**config.mk**
```make
export PLATFORM = sky130hd
export DESIGN_NAME = axi_arbiter
export DESIGN_NICKNAME = d
export VERILOG_FILES = /design/src/rtl/axi_arbiter.sv
export SDC_FILE = /design/constraint.sdc
export NUM_CORES = 1
export LEC_CHECK = 0
export ABC_CLOCK_PERIOD_IN_PS = 2300
export CORE_AREA = 8 8 207 209
export CTS_BUF_LIST = sky130_fd_sc_hd__clkbuf_16
export DETAILED_ROUTE_END_ITERATION = 10
export DIE_AREA = 0 0 215 217
export PLACE_DENSITY_LB_ADDON = 0.3
export SLEW_MARGIN = 25
export SYNTH_ARGS = -nofsm -noshare
export SYNTH_HDL_FRONTEND = slang
export SYNTH_SLANG_ARGS = --single-unit
```
**constraint.sdc**
```tcl
create_clock -name clock -period 2.3 [get_ports clock]
set_input_delay 0.46 -clock clock [delete_from_list [all_inputs] [get_ports clock]]
set_output_delay 0.46 -clock clock [all_outputs]
set_load 0.05 [all_outputs]
```
**src/rtl/axi_arbiter.sv**
```systemverilog
// axi_arbiter: shares one AXI4-Lite-style slave port between the IFU (read-only)
// and the LSU (read/write). One transaction is in flight at a time; the
// granted master's channels are routed through and the other master is held
// off until the FSM returns to IDLE.
//
// Build option: define ARB_ROUND_ROBIN_EN to break IFU/LSU ties in favour of
// the master that was not granted last. Without it, LSU always wins a tie.
module axi_arbiter #(
  parameter int ADDR_W = 32,
  parameter int DATA_W = 64
) (
  input  logic                  clock,
  input  logic                  reset,
  // IFU read master
  input  logic                  ifu_arvalid,
  input  logic [ADDR_W-1:0]     ifu_araddr,
  output logic                  ifu_arready,
  output logic                  ifu_rvalid,
  input  logic                  ifu_rready,
  output logic [DATA_W-1:0]     ifu_rdata,
  output logic [1:0]            ifu_rresp,
  // LSU read/write master
  input  logic                  lsu_arvalid,
  input  logic [ADDR_W-1:0]     lsu_araddr,
  input  logic [2:0]            lsu_arsize,
  output logic                  lsu_arready,
  output logic                  lsu_rvalid,
  input  logic                  lsu_rready,
  output logic [DATA_W-1:0]     lsu_rdata,
  output logic [1:0]            lsu_rresp,
  input  logic                  lsu_awvalid,
  input  logic [ADDR_W-1:0]     lsu_awaddr,
  input  logic [2:0]            lsu_awsize,
  output logic                  lsu_awready,
  input  logic                  lsu_wvalid,
  input  logic [DATA_W-1:0]     lsu_wdata,
  input  logic [DATA_W/8-1:0]   lsu_wstrb,
  output logic                  lsu_wready,
  output logic                  lsu_bvalid,
  input  logic                  lsu_bready,
  output logic [1:0]            lsu_bresp,
  // Slave port
  output logic                  s_arvalid,
  input  logic                  s_arready,
  output logic [ADDR_W-1:0]     s_araddr,
  output logic [2:0]            s_arsize,
  input  logic                  s_rvalid,
  output logic                  s_rready,
  input  logic [DATA_W-1:0]     s_rdata,
  input  logic [1:0]            s_rresp,
  output logic                  s_awvalid,
  input  logic                  s_awready,
  output logic [ADDR_W-1:0]     s_awaddr,
  output logic [2:0]            s_awsize,
  output logic                  s_wvalid,
  input  logic                  s_wready,
  output logic [DATA_W-1:0]     s_wdata,
  output logic [DATA_W/8-1:0]   s_wstrb,
  input  logic                  s_bvalid,
  output logic                  s_bready,
  input  logic [1:0]            s_bresp
);

  typedef enum logic [1:0] {
    IDLE   = 2'd0,
    IFU_RD = 2'd1,
    LSU_RD = 2'd2,
    LSU_WR = 2'd3
  } state_e;

  localparam logic GNT_IFU = 1'b0;
  localparam logic GNT_LSU = 1'b1;

  // IFU fetches are always 32-bit instruction words.
  localparam logic [2:0] IFU_ARSIZE = 3'b010;

  state_e state_q, state_d;
  logic   addr_done_q, addr_done_d;
  logic   w_done_q, w_done_d;
  logic   last_grant_q, last_grant_d;

  logic   ar_hs, r_hs, aw_hs, w_hs, b_hs;
  logic   wr_both_done;
  logic   lsu_req, tie_to_lsu, pick_lsu;

  // Handshake detection, built from inputs and state only so the output
  // decode below never feeds back into itself.
  always_comb begin
    ar_hs = 1'b0;
    r_hs  = 1'b0;
    aw_hs = 1'b0;
    w_hs  = 1'b0;
    b_hs  = 1'b0;
    case (state_q)
      IFU_RD: begin
        ar_hs = ifu_arvalid & ~addr_done_q & s_arready;
        r_hs  = s_rvalid & ifu_rready;
      end
      LSU_RD: begin
        ar_hs = lsu_arvalid & ~addr_done_q & s_arready;
        r_hs  = s_rvalid & lsu_rready;
      end
      LSU_WR: begin
        aw_hs = lsu_awvalid & ~addr_done_q & s_awready;
        w_hs  = lsu_wvalid & ~w_done_q & s_wready;
      end
      default: ;
    endcase
    // B is only accepted once both AW and W are done (or finish this cycle).
    wr_both_done = (addr_done_q | aw_hs) & (w_done_q | w_hs);
    b_hs = (state_q == LSU_WR) & wr_both_done & s_bvalid & lsu_bready;
  end

  // Tie-break between IFU and LSU when both request in IDLE.
  always_comb begin
    lsu_req = lsu_awvalid | lsu_arvalid;
`ifdef ARB_ROUND_ROBIN_EN
    tie_to_lsu = (last_grant_q == GNT_IFU);
`else
    tie_to_lsu = 1'b1;
`endif
    pick_lsu = lsu_req & (~ifu_arvalid | tie_to_lsu);
  end

  // Next-state and flag update: arbitrate in IDLE, track handshakes otherwise.
  always_comb begin
    state_d      = state_q;
    addr_done_d  = addr_done_q;
    w_done_d     = w_done_q;
    last_grant_d = last_grant_q;
    case (state_q)
      IDLE: begin
        addr_done_d = 1'b0;
        w_done_d    = 1'b0;
        if (pick_lsu) begin
          // An LSU write always beats an LSU read.
          state_d      = lsu_awvalid ? LSU_WR : LSU_RD;
          last_grant_d = GNT_LSU;
        end else if (ifu_arvalid) begin
          state_d      = IFU_RD;
          last_grant_d = GNT_IFU;
        end
      end
      IFU_RD, LSU_RD: begin
        if (ar_hs) addr_done_d = 1'b1;
        if (r_hs) begin
          state_d     = IDLE;
          addr_done_d = 1'b0;
        end
      end
      LSU_WR: begin
        if (aw_hs) addr_done_d = 1'b1;
        if (w_hs)  w_done_d    = 1'b1;
        if (b_hs) begin
          state_d     = IDLE;
          addr_done_d = 1'b0;
          w_done_d    = 1'b0;
        end
      end
      default: state_d = IDLE;
    endcase
  end

  // FSM state and transaction flags.
  always_ff @(posedge clock) begin
    if (reset) begin
      state_q      <= IDLE;
      addr_done_q  <= 1'b0;
      w_done_q     <= 1'b0;
      last_grant_q <= GNT_IFU;
    end else begin
      state_q      <= state_d;
      addr_done_q  <= addr_done_d;
      w_done_q     <= w_done_d;
      last_grant_q <= last_grant_d;
    end
  end

  // Channel routing: only the granted master sees slave readies/valids.
  always_comb begin
    ifu_arready = 1'b0;
    ifu_rvalid  = 1'b0;
    lsu_arready = 1'b0;
    lsu_rvalid  = 1'b0;
    lsu_awready = 1'b0;
    lsu_wready  = 1'b0;
    lsu_bvalid  = 1'b0;
    s_arvalid   = 1'b0;
    s_rready    = 1'b0;
    s_awvalid   = 1'b0;
    s_wvalid    = 1'b0;
    s_bready    = 1'b0;
    // Read address mux defaults to the IFU path (don't-care when idle).
    s_araddr    = ifu_araddr;
    s_arsize    = IFU_ARSIZE;
    case (state_q)
      IFU_RD: begin
        s_arvalid   = ifu_arvalid & ~addr_done_q;
        ifu_arready = s_arready & ~addr_done_q;
        ifu_rvalid  = s_rvalid;
        s_rready    = ifu_rready;
      end
      LSU_RD: begin
        s_araddr    = lsu_araddr;
        s_arsize    = lsu_arsize;
        s_arvalid   = lsu_arvalid & ~addr_done_q;
        lsu_arready = s_arready & ~addr_done_q;
        lsu_rvalid  = s_rvalid;
        s_rready    = lsu_rready;
      end
      LSU_WR: begin
        s_awvalid   = lsu_awvalid & ~addr_done_q;
        lsu_awready = s_awready & ~addr_done_q;
        s_wvalid    = lsu_wvalid & ~w_done_q;
        lsu_wready  = s_wready & ~w_done_q;
        lsu_bvalid  = s_bvalid & wr_both_done;
        s_bready    = lsu_bready & wr_both_done;
      end
      default: ;
    endcase
  end

  // Write channel payload has a single source; response payloads broadcast.
  assign s_awaddr  = lsu_awaddr;
  assign s_awsize  = lsu_awsize;
  assign s_wdata   = lsu_wdata;
  assign s_wstrb   = lsu_wstrb;
  assign ifu_rdata = s_rdata;
  assign lsu_rdata = s_rdata;
  assign ifu_rresp = s_rresp;
  assign lsu_rresp = s_rresp;
  assign lsu_bresp = s_bresp;

endmodule
```
After elaboration in Yosys (flattened, before gate mapping) --
Cells that the tools add are included.
Storage, ports and cells: bits of input ports 256, register bits after elaboration 4
Cells by class: equality and inequality tests 9, reduce and logical (&&, ||, !) cells 6, mux-type cells 32, bitwise logic cells 24
Operator list (number):
- $mux 32 | 1
- $and 1x1->1 | 19
- $mux 1 | 19
- $ne 3x3->1 const B | 4
- $pmux 1 s2 | 5
- $mux 2 | 4
- $pmux 2 s3 | 1
- $eq 2x2->1 const B | 2
- $ne 2x2->1 const B | 2
- $reduce_and 2->1 | 2
- $mux 3 | 1
- $or 1x1->1 | 3
- $pmux 1 s3 | 1
- $reduce_and 3->1 | 1
- $eq 2x1->1 const B | 1
- $logic_not 2->1 | 1
- $not 1->1 | 2
- $reduce_bool 2->1 | 1
- $reduce_or 2->1 | 1

Depth between registers and ports, before layout --
depth in word-level cells 11, gate-level depth with buffers 7

Worst setup path after synthesis --
No wires, ideal clock.
path kind flip-flop to output port, start register state_q[0], end output s_arvalid, data required time 1.840 ns, arrival time 2.275 ns, slack -0.435 ns, cell stages (with the launch flop) 8, cell sequence dfxtp_1 inv_1 ha_1 buf_6 buf_2 buf_4 a22oi_1 nor3b_1
On the way: cells in the longest elaborated chain, start to end 2, elaborated cells between the ends (all ways) 3
RTL lines:
- from (decl) | line 77 | state_e state_q, state_d;
- from (signal assigned) | line 172 | state_q <= state_d;
- $eq 2x2->1 / $eq 2x1->1 (equally long branches) | line 196 | case (state_q)
- $pmux 1 s2 * | line 196
- to (decl) | line 43 | output logic s_arvalid,
Mark *: on every way between the ends. The rest lies on a longest branch, timed or not.

Worst setup path after layout --
start register state_q[0], end output s_araddr[9]
On the way: cells in the longest elaborated chain, start to end 2
RTL lines:
- $eq 2x2->1 | line 196
- $mux 32 | line 196
- to (decl) | line 45 | output logic [ADDR_W-1:0] s_araddr,
Every way passes these cells.

==> flow_summary.toml <==
[setup_path]
cp-end-kind = "output port"
path_cells = "inv_1, ha_4, buf_12, mux2_2, buf_4"
cp_max_fo = 23
path_class = "flop to output port"
r2r-start = "state_q[0]"
crit_path_start_kind = "flop"
max_stage_delay_ps = 400
critical-path-slowest-cell = "mux2_2"
worstPathArrival_ps = 1700
crit_start = "state_q[0]"
worstPathRequired_ps = 1840

[power_and_ir_drop]
pwr-share-clk_pct = 10.3
switchingPower_mw = 1.40
vdd_drop_max_uv = 364
finalPower_mw = 2.62
powerDensity_nw_per_um2 = 870
seqPwrFrac_pct = 4.3
p_leak_nw = 0.991
p_comb_share_pct = 85.4
switching_share_pct = 53.2
intPower_mw = 1.23

[timing]
hold_slack_ps = 501
min_period_ps = 2160
fin_skew_ps = 0.649
max_freq_ghz = 0.462
setup_violations = 0
layout_setup_ws_ps = 136
hold_viol = 0
tightest_slew_ps = 314
post-route-period-util_pct = 94.1
relSlewSlack_pct = 78.9
rsz0062_at_grt = "false"
drv_slew = 0

[route]
vias = 1589
drt-pass1-iter-count = 3
antenna_left = 0
vias_per_cell = 2.11
wl_um = 11000
drc = 0
wl_per_cell_um = 14.7
drt_iter0_drc = 20

[placed_design]
dp_worst_setup_slack_ps = -7.61
numPortBuffers = 127
globalplace.congestion = 0.683
postPlaceCellArea_um2 = 2920
dp_hpwl_um = 9800

[yosys]
synth_area_leaders = "buf_4 (67%), mux2_2 (13%), dfxtp_1 (3.0%), ha_1 (2.3%), and2_1 (1.9%)"
synth.distinct_cells = 31
synthFlopType = "dfxtp_1"
ys_seq_area_share_pct = 2.96
syn_area_um2 = 2700
avgSynthCellArea_um2 = 8.06
syn_nets = 596
synth_most_common_cell = "buf_4"
synth.top_cell.area_share_pct = 67.3
postSynth.asyncResetShare_pct = 0
synth_cells = 335
synth_common_cells = "buf_4 (242), mux2_2 (32), and2_1 (8), ha_1 (5), inv_1 (5)"
postSynthRegisterBits = 4
post-synth-top-area-cell = "buf_4"
ys_warn_count = 0
synth_edf_count = 0

[clock_tree]
hold_buffers = 0
clk_path_buf_depth = 2
cts.sinks = 4
clkSlewWorstSetupHoldPaths_ps = 30
cts-root-buf = "clkbuf_16"
clkLatencyLatePin_ps = 220
cts_tree = "yes"
cts_max_level = 1
post_cts_buffers = 0
numCtsBuffers = 3

[grt]
grt_first_pass_wirelength_um = 14400
grt_pass1_vias = 1912
track_usage_pct = 4.28
grt_overflow_total = 0
grt_max_degree = 24
antenna_found_initial = 0

[die]
die_x_um = 215
start_util_pct = 6.85
core_area_um2 = 39500
io_pins = 544
die-height_um = 217
die-area_um2 = 46700
fp-row-count = 73

[finish]
area_growth_pct = 11.7
drive_gt1_share_pct = 43.8
fin_nets = 489
fin_area_um2 = 3020

[min_path]
min_from = "state_q[0]"
min_path_type = "flop to flop"

[run]
maxCapViolations = 0

[status]
status = "complete, no violations"
-- flip-flops by register name, summed over array words and instances (netlist names) --
| signal | count |
|---|---|
| state_q | 2 |
| addr_done_q | 1 |
| w_done_q | 1 |
-- final cells by class --
type                            instances  area, um^2
Fill cell                            4648       36400
Timing Repair Buffer                  134        1400
Multi-Input combinational cell         80         786
Tap cell                              525         657
Sequential cell                         4        80.1
Clock buffer                            3        75.1
Inverter                                5        18.8
Antenna cell                            1        2.50
-- metrics by stage --
step	TNS, ps	instances	util, %
floorplan	0	335	-
global placement	-82.1	748	7.39
detailed placement	-7.61	748	7.39
CTS	0	751	7.60
global route	0	751	7.64
finish	0	752	7.65
-- what timing repair did --
item | CTS | global route
pin swaps | 0 | 0
endpoints found under the setup margin | 4 | 5
gates cloned | 0 | 0
resized for setup | 2 | 2
-- layout by cell type, fill, tap and decap left out, types with 2 or more instances in the layout --
| master | synthesis | layout |
|---|---|---|
| a21oi_2 | 1 | 2 |
| a22oi_1 | 3 | 3 |
| and2_1 | 8 | 8 |
| and3b_1 | 4 | 4 |
| buf_12 | 0 | 15 |
| buf_4 | 242 | 38 |
| clkbuf_16 | 0 | 3 |
| clkdlybuf4s50_1 | 0 | 80 |
| dfxtp_1 | 4 | 4 |
| ha_1 | 5 | 4 |
| inv_1 | 5 | 5 |
| mux2_2 | 32 | 32 |
| mux2i_1 | 2 | 2 |
| nand2_1 | 3 | 3 |
| nor2b_1 | 2 | 2 |
| nor3b_2 | 0 | 2 |
| o21ai_0 | 3 | 3 |
-- power by group through the flow --
stage	sequential, mW	combinational (mW)	clock [mW]
detailed placement	0.113	2.29	0
global placement	0.114	2.30	0
global route	0.119	2.39	0.281
floorplan	0.106	2.53	0
finish	0.114	2.24	0.270
CTS	0.112	2.31	0.274
-- worst max-delay path: cells and delay by family (launching register included) --
kind                     cells  cell delay, ps
adder cells (fa/ha/maj)      1             210
buffers and inverters        3             520
flip-flops                   1             330
multiplexers                 1             400
-- path summary, 6_finish.rpt --
path | endpoint | slack (ps) | cells past startpoint
worst min-delay path | state_q[0] | 500 | 2
worst max-delay path | s_araddr[9] | 140 | 5
worst max register to register | state_q[1] | 310 | 7
worst min register to register | state_q[0] | 500 | 2
-- cell families after synthesis --
group | after synthesis | synth area share [%]
mux | 36 | 15.1
simple gates | 24 | 6.07
compound gates | 15 | 4.68
flops | 4 | 2.96
buf+inv | 251 | 68.9
fa+ha+maj | 5 | 2.32
-- routing by layer --
layer / vias to the layer above / track usage [%] / part of all wire, %
met4: 2 / 4.15 / 9.4
li1: 618 / - / -
met1: 593 / 3.10 / 26
met5: - / 0.832 / 0.46
met3: 110 / 3.50 / 19
met2: 266 / 6.78 / 45
Note: power is estimated with default switching activity, not from simulation.
